### config.mk
export PLATFORM = sky130hd
export DESIGN_NAME = scalar_alu_arbiter
export DESIGN_NICKNAME = d
export VERILOG_FILES = /design/src/rtl/scalar_alu_arbiter.sv
export SDC_FILE = /design/constraint.sdc
export NUM_CORES = 1
export LEC_CHECK = 0
export ABC_AREA = 1
export CAP_MARGIN = 20
export CORE_AREA = 2 2 116 118
export DETAILED_ROUTE_END_ITERATION = 8
export DIE_AREA = 0 0 118 120
export MAX_ROUTING_LAYER = met4
export SYNTH_ARGS = -nofsm -noshare
export SYNTH_HDL_FRONTEND = slang
export SYNTH_SLANG_ARGS = --single-unit
### constraint.sdc
create_clock -name clk -period 2.7 [get_ports clk]
set_clock_uncertainty 0.2 [all_clocks]
set_input_delay 0.54 -clock clk [delete_from_list [all_inputs] [get_ports clk]]
set_output_delay 0.54 -clock clk [all_outputs]
set_load 0.02 [all_outputs]
### src/rtl/scalar_alu_arbiter.sv
// Arbitrates the shared scalar ALU between the issue stage (port 0) and the auxiliary requester (port 1).
// Registers one response entry and the architectural {Z,C,V} flags.
package qtpa_pkg;
    typedef enum logic [4:0] {
        OP_NOP       = 5'd0,
        OP_ADD_IMM   = 5'd1,
        OP_ADD_REG   = 5'd2,
        OP_SUB_IMM   = 5'd3,
        OP_SUB_REG   = 5'd4,
        OP_AND_IMM   = 5'd5,
        OP_AND_REG   = 5'd6,
        OP_OR_IMM    = 5'd7,
        OP_OR_REG    = 5'd8,
        OP_CMP_IMM   = 5'd9,
        OP_CMP_REG   = 5'd10,
        OP_MOV_IMM   = 5'd11,
        OP_MOV_REG   = 5'd12,
        OP_SHL_IMM   = 5'd13,
        OP_SHL_REG   = 5'd14,
        OP_SHR_IMM   = 5'd15,
        OP_SHR_REG   = 5'd16,
        OP_LCSET_IMM = 5'd17,
        OP_LCSET_REG = 5'd18
    } op_t;
endpackage

module scalar_alu_arbiter
    import qtpa_pkg::*;
#(
    parameter int unsigned DATA_WIDTH   = 32,
    parameter int unsigned TAG_WIDTH    = 4,
    parameter int unsigned STARVE_LIMIT = 4
) (
    input  logic                                clk,
    input  logic                                rst,
    input  logic [1:0]                          req_valid,
    output logic [1:0]                          req_ready,
    input  op_t                                 req_op [2],
    input  logic [1:0][DATA_WIDTH-1:0]          req_op1,
    input  logic [1:0][DATA_WIDTH-1:0]          req_op2,
    input  logic [1:0][TAG_WIDTH-1:0]           req_tag,
    output op_t                                 alu_op,
    output logic [DATA_WIDTH-1:0]               alu_op1,
    output logic [DATA_WIDTH-1:0]               alu_op2,
    input  logic [DATA_WIDTH-1:0]               alu_result,
    input  logic                                alu_flag_zero,
    input  logic                                alu_flag_carry,
    input  logic                                alu_flag_ovf,
    output logic                                rsp_valid,
    input  logic                                rsp_ready,
    output logic                                rsp_src,
    output logic [TAG_WIDTH-1:0]                rsp_tag,
    output logic [DATA_WIDTH-1:0]               rsp_result,
    output logic [2:0]                          flags_q
);

    localparam int unsigned CNT_W = $clog2(STARVE_LIMIT + 1);

    logic                  r_rsp_valid;
    logic                  r_rsp_src;
    logic [TAG_WIDTH-1:0]  r_rsp_tag;
    logic [DATA_WIDTH-1:0] r_rsp_result;
    logic [2:0]            r_flags;
    logic [CNT_W-1:0]      r_starve_cnt;

    logic w_can_load;
    logic w_grant_vld;
    logic w_grant_port;
    logic w_accept;
    logic w_starved;
    op_t  w_op;

    function automatic logic sets_flags(input op_t op);
        case (op)
            OP_ADD_IMM, OP_ADD_REG, OP_SUB_IMM, OP_SUB_REG,
            OP_AND_IMM, OP_AND_REG, OP_OR_IMM,  OP_OR_REG,
            OP_CMP_IMM, OP_CMP_REG, OP_MOV_IMM, OP_MOV_REG,
            OP_SHL_IMM, OP_SHL_REG, OP_SHR_IMM, OP_SHR_REG: return 1'b1;
            default:                                        return 1'b0;
        endcase
    endfunction

    assign w_can_load = !r_rsp_valid || rsp_ready;
    assign w_starved  = (r_starve_cnt == CNT_W'(STARVE_LIMIT));

    always_comb begin
        w_grant_vld  = 1'b0;
        w_grant_port = 1'b0;
        if (w_starved && req_valid[1]) begin
            w_grant_vld  = 1'b1;
            w_grant_port = 1'b1;
        end else if (req_valid[0]) begin
            w_grant_vld  = 1'b1;
            w_grant_port = 1'b0;
        end else if (req_valid[1]) begin
            w_grant_vld  = 1'b1;
            w_grant_port = 1'b1;
        end
    end

    // Nothing is accepted while reset is held, so no requester loses a request to reset.
    assign w_accept = w_grant_vld && w_can_load && !rst;

    always_comb begin
        req_ready = '0;
        if (w_accept) begin
            req_ready[w_grant_port] = 1'b1;
        end
    end

    // With no grant the select defaults to port 0, keeping the ALU inputs defined.
    assign w_op    = req_op[w_grant_port];
    assign alu_op  = w_op;
    assign alu_op1 = req_op1[w_grant_port];
    assign alu_op2 = req_op2[w_grant_port];

    always_ff @(posedge clk) begin
        if (rst) begin
            r_rsp_valid  <= 1'b0;
            r_rsp_src    <= 1'b0;
            r_rsp_tag    <= '0;
            r_rsp_result <= '0;
            r_flags      <= '0;
            r_starve_cnt <= '0;
        end else begin
            if (w_accept) begin
                r_rsp_valid  <= 1'b1;
                r_rsp_src    <= w_grant_port;
                r_rsp_tag    <= req_tag[w_grant_port];
                r_rsp_result <= (w_op == OP_CMP_IMM || w_op == OP_CMP_REG) ? '0 : alu_result;
                if (!w_grant_port && sets_flags(w_op)) begin
                    r_flags <= {alu_flag_zero, alu_flag_carry, alu_flag_ovf};
                end
            end else if (rsp_ready) begin
                r_rsp_valid <= 1'b0;
            end

            if (!req_valid[1]) begin
                r_starve_cnt <= '0;
            end else if (w_accept && w_grant_port) begin
                r_starve_cnt <= '0;
            end else if (w_accept && !w_starved) begin
                r_starve_cnt <= r_starve_cnt + 1'b1;
            end
        end
    end

    assign rsp_valid  = r_rsp_valid;
    assign rsp_src    = r_rsp_src;
    assign rsp_tag    = r_rsp_tag;
    assign rsp_result = r_rsp_result;
    assign flags_q    = r_flags;

endmodule

## Word level (Yosys, flattened, before mapping)

Memories as Yosys holds them, arrays and structs flattened.
Index checks and enable logic that the tools add are counted.

| storage, ports and cells | value |
|---|---|
| register bits | 44 |
| bits in latches | 0 |
| memory bits (writable) | 0 |
| bits in read-only memories | 32 |
| logic and storage cells | 54 |
| memories | 1 |

Memory list:

| memory | words | width | read ports | clocked after memory_dff | wr ports | line | source |
|---|---|---|---|---|---|---|---|
| (no name shown) | 32 | 1 | 1 | 0 | 0 | 74 | `case (op)` |

| cells by class | value |
|---|---|
| $add $sub $neg | 1 |
| multipliers | 0 |
| div/mod/pow operators | 0 |
| order comparisons | 3 |
| eq/ne operators | 3 |
| shift-type cells | 0 |
| muxes and demuxes | 22 |
| bitwise logic cells | 2 |
| reductions and logical operators | 16 |

Operator list:

| kind | count |
|---|---|
| $mux W32 | 5 |
| $mux W5 | 3 |
| $eq A5 B4 Y1 const B | 2 |
| $mux W1 | 10 |
| $mux W4 | 2 |
| $logic_and A1 B1 Y1 | 7 |
| $logic_not A1 Y1 | 4 |
| $add A3 B1 Y3 const B | 1 |
| $eq A3 B3 Y1 const B | 1 |
| $reduce_or A3 Y1 | 1 |
| $ge A2 B2 Y1 const B | 1 |
| $logic_or A1 B1 Y1 | 2 |
| $lt A1 B2 Y1 const B | 1 |
| $mux W2 | 1 |
| $not A1 Y2 | 1 |
| $reduce_and A2 Y1 | 1 |
| $reduce_bool A2 Y1 | 1 |
| $demux W1 S1 | 1 |
| $ge A1 B1 Y1 const B | 1 |
| $not A1 Y1 | 1 |

## Depth between registers and ports, before layout

An unclocked memory read counts as a cell.

| logic depth | value |
|---|---|
| depth in word-level cells | 12 |
| mapped depth | 14 |
| depth with buffers taken out | 14 |

## Worst setup path after synthesis

No wires, ideal clock.

| path | value |
|---|---|
| path type | flip-flop to output port |
| start point | register r_starve_cnt[0] |
| end point | output port alu_op1[22] |
| arrival | 1.680 ns |
| data required time | 1.960 ns |
| setup slack | 0.280 ns |
| stages on the path, launching flop included | 10 |
| buffers on the path | 2 |
| cells stage by stage | dfxtp_1 inv_1 ha_1 nand2_1 nand2_1 nand2_1 clkbuf_1 buf_1 nand2_1 nand2_1 |

| between the ends | value |
|---|---|
| cells in the longest elaborated chain, start to end | 5 |

Ends and longest elaborated chain:

| item | line | source |
|---|---|---|
| from (decl) | 64 | `logic [CNT_W-1:0] r_starve_cnt;` |
| from (signal assigned) | 143 | `r_starve_cnt <= r_starve_cnt + 1'b1;` |
| $eq A3 B3 Y1 | 84 | `assign w_starved = (r_starve_cnt == CNT_W'(STARVE_LIMIT));` |
| $logic_and A1 B1 Y1 | 89 | `if (w_starved && req_valid[1]) begin` |
| $mux W1 | 89 |  |
| $mux W32 (not written as such) (2 in a row) | 114 | `assign alu_op1 = req_op1[w_grant_port];` |
| to (decl) | 43 | `output logic [DATA_WIDTH-1:0] alu_op1,` |

No other way between the ends. The select of a mux whose other input is x is not followed.

## Final worst setup path

| path | value |
|---|---|
| start point | register r_starve_cnt[1] |
| end point | output port alu_op1[22] |

The elaborated chain is that of the path after synthesis.

==> metrics.csv <==
metric,value,unit
Reg2Reg Setup Slack,420,ps
CP endpoint kind,output pin,
largest family of logic cells by synthesized area,simple AND/OR/NAND/NOR gates,
dominant cell type by area after synthesis,nand2_1,
yosys warns,0,
Synth Area in Adders,0.00955,
Via Count,4032,
"FFs w/ async S/R, synth",0,
Synth Register Bits,44,
status,"complete, no violations",
Met2 Routed Length,7670,um
vias in the first global route,4051,
Post-synth top cells,"nand2_1, nand3_1, dfxtp_1",
initial antenna violation count,1,
"Top FF cell, synth",dfxtp_1,
Tightest Hold Check Type,flip-flop to flip-flop,
Synth Area in XOR/XNOR,0.00334,
H-Tree Level Count,2,
CTS tree,yes,
full die area,0.0142,mm2
Area after DPL,0.00595,mm2
actual slew at the worst max-slew pin,418,ps
CP Cell Sequence,inv_1 -> ha_1 -> nand2_1 -> nand2_2 -> nand2_8 -> buf_12 -> nand2_1 -> nand2_1 -> clkdlybuf4s15_2,
post-route cell area,0.00628,mm2
CTS root buf,clkbuf_16,
Avg Synthesized Cell Area,5.76,um2
CTS Sinks,44,
Reg2Reg Depth,14,
Residual DRC,0,
post-synthesis compound-gate area fraction,0.0267,
Hold EP,rsp_result[18],
Synth top area share,0.372,
largest net degree at the start of global routing,40,
metal3 WL,1280,um
hpwl dp,11900,um
Crit Path Class,flip-flop to output pin,
Finished Core Util,0.484,
DIE WIDTH,118,um
Final GP Congestion,0.929,
CTS buffer count,5,
number of synthesized flops with an enable pin,0,
top sig layer,met4,
GRT Total Usage,0.205,
Tmin final,2570,ps
most numerous cell in the Yosys netlist,nand2_1,
Avg WL per Cell,15.9,um
post-CTS setup buffers,0,
final setup violation count,0,
Die H,120,um
Crit path max-delay family,simple AND/OR/NAND/NOR gates,
Crit path depth,9,
worst flop-to-flop path endpoint,rsp_result[20],
Synth Instances,455,
crit path max fanout,19,
part of the cycle the worst path needs,0.951,
most frequent CP cell,nand2_1,
post-synthesis mux area share,0,
fmax,0.389,GHz
global-route wire length before repair,21900,um
MaxCap Viol Count,0,
setup ws final,132,ps
arrival time worst endpoint,1830,ps
Layout Area Growth over Synthesis,140,%
RR Startpoint,r_starve_cnt[1],
crit-path max cell delay,340,ps
Via density,4.31,
synthesized area,0.00262,mm2
hold path startpoint,rsp_result[18],
ratio of cells with drive above 1 in the final layout,0.152,
Ports,298,
routed wire length,14800,um
simple-gate share of the synthesized area,0.550,
Post-CTS Hold Buffers,0,
Initial Util,0.202,
Worst VDD drop,0.000258,V
Synth area leaders,"nand2_1, dfxtp_1, nand3_1, inv_1, clkbuf_1",
pre-CTS WS,-437,ps
Final ANT Viol Nets,0,
slew margin rel.,0.722,
Fin. Hold Viols,0,
Power Density,393,mW/mm2
"Seq/Total Area, Yosys",0.336,
"Reg clk slew, reported paths",60,ps
required time of the critical path,1960,ps
Detailed Routing Iterations Pass 1,4,
critical path startpoint category,flip-flop,
Netlist cell types,23,
clk buf depth,2,
Min-Delay Path Depth,2,
CORE AREA,0.0130,mm2
leakage power,2.89,nW
Final Max Slew Viols,0,
syn_nets,643,
grt total ovfl,0,
1st-iter DRT viols,140,
slowest CP cell,dfxtp_1,
Metal-1 WL,5700,um
worst path buffer plus inverter count,3,
Final nets,945,
IO buf count,297,
Site Rows,42,
clk_lat worst skew,290,ps
[worst register-to-register path: stages, from the launching register on]
cell and delay (ps):
dfxtp_1 340, inv_1 70, ha_1 210, nand2_1 100, nand2_2 100, nand2_8 140, buf_8 160, nand2_1 70
nand2_2 110, nor2_2 70, nor3b_2 170, nand2_2 80, buf_12 170, nand3_1 120, nand2_1 60
[placed cells by master, fill, tap and decap left out, drive strengths merged]
master           n
clkinvlp         1
clkdlybuf4s15   64
clkbuf           6
inv             17
xor2             1
diode            1
nor2             9
o21ai            2
o211ai           1
nand4            3
a21oi            4
ha               2
bufinv           1
nand3           74
clkinv           1
a31oi            4
buf             32
clkdlybuf4s50  224
a211oi           1
nand2          263
dfxtp           44
dlygate4sd2      1
nor3b            1
or2              1
dlymetal6s2s     1
[power by group]
group,switching (mW),total (mW),internal (mW)
clock network,0.257,0.691,0.435
registers,0.0291,0.736,0.706
logic,0.484,1.04,0.560
total,0.769,2.47,1.70
[per-layer routing]
metal / GRT usage / vias to the layer above
met5: - / -
met1: 0.217 / 1813
met2: 0.372 / 175
met4: 0.0489 / 0
met3: 0.0637 / 13
li1: - / 2031
[timing repair]
item | CTS | global route
setup endpoints to repair | 68 | 66
gates cloned | 1 | 1
pin swaps | 0 | 0
gates resized for setup | 208 | 4
[registers in the layout (all words and copies together), names as in the netlist]
signal        cells
rsp_result       32
rsp_tag           4
flags_q           3
rsp_src           1
r_starve_cnt      3
rsp_valid         1
[cell families (layout without fill, tap and decap cells)]
family | Yosys count | in the layout
simple gates | 351 | 351
fa+ha+maj | 2 | 2
xor+xnor | 1 | 1
flops | 44 | 44
buf+inv | 45 | 348
compound gates | 12 | 12
other cells | 0 | 1
[cell type report]
class,instances,area [um2]
fill,1332,6700
sequential,44,881
antenna,1,2.50
timing repair buffer,323,3380
clock inverter,3,42.5
clock buffer,5,125
multi-input combinational,366,1570
inverter,17,63.8
tap,176,220
[metrics by stage]
stage | total power, mW | TNS, ps | hold slack (ps) | cells
final | 2.47 | 0 | 270 | 935
after detailed placement | 1.81 | -28180 | 262 | 924
after floorplan | 1.15 | 0 | 258 | 455
after global placement | 1.80 | -25400 | 257 | 924
after CTS | 2.50 | 0 | 273 | 933
after global routing | 2.60 | -27.6 | 285 | 935
[worst max-delay path by stage]
stage	startpoint	end	slack, ps
finish	r_starve_cnt[1]	alu_op1[22]	130
global route	r_starve_cnt[1]	alu_op1[0]	-10
global placement	req_valid[1]	alu_op2[31]	-410
CTS	req_valid[0]	alu_op1[22]	10
detailed placement	req_valid[1]	alu_op2[21]	-440
floorplan	r_starve_cnt[0]	alu_op1[22]	280
No activity file was read; power rests on OpenSTA's default activity.
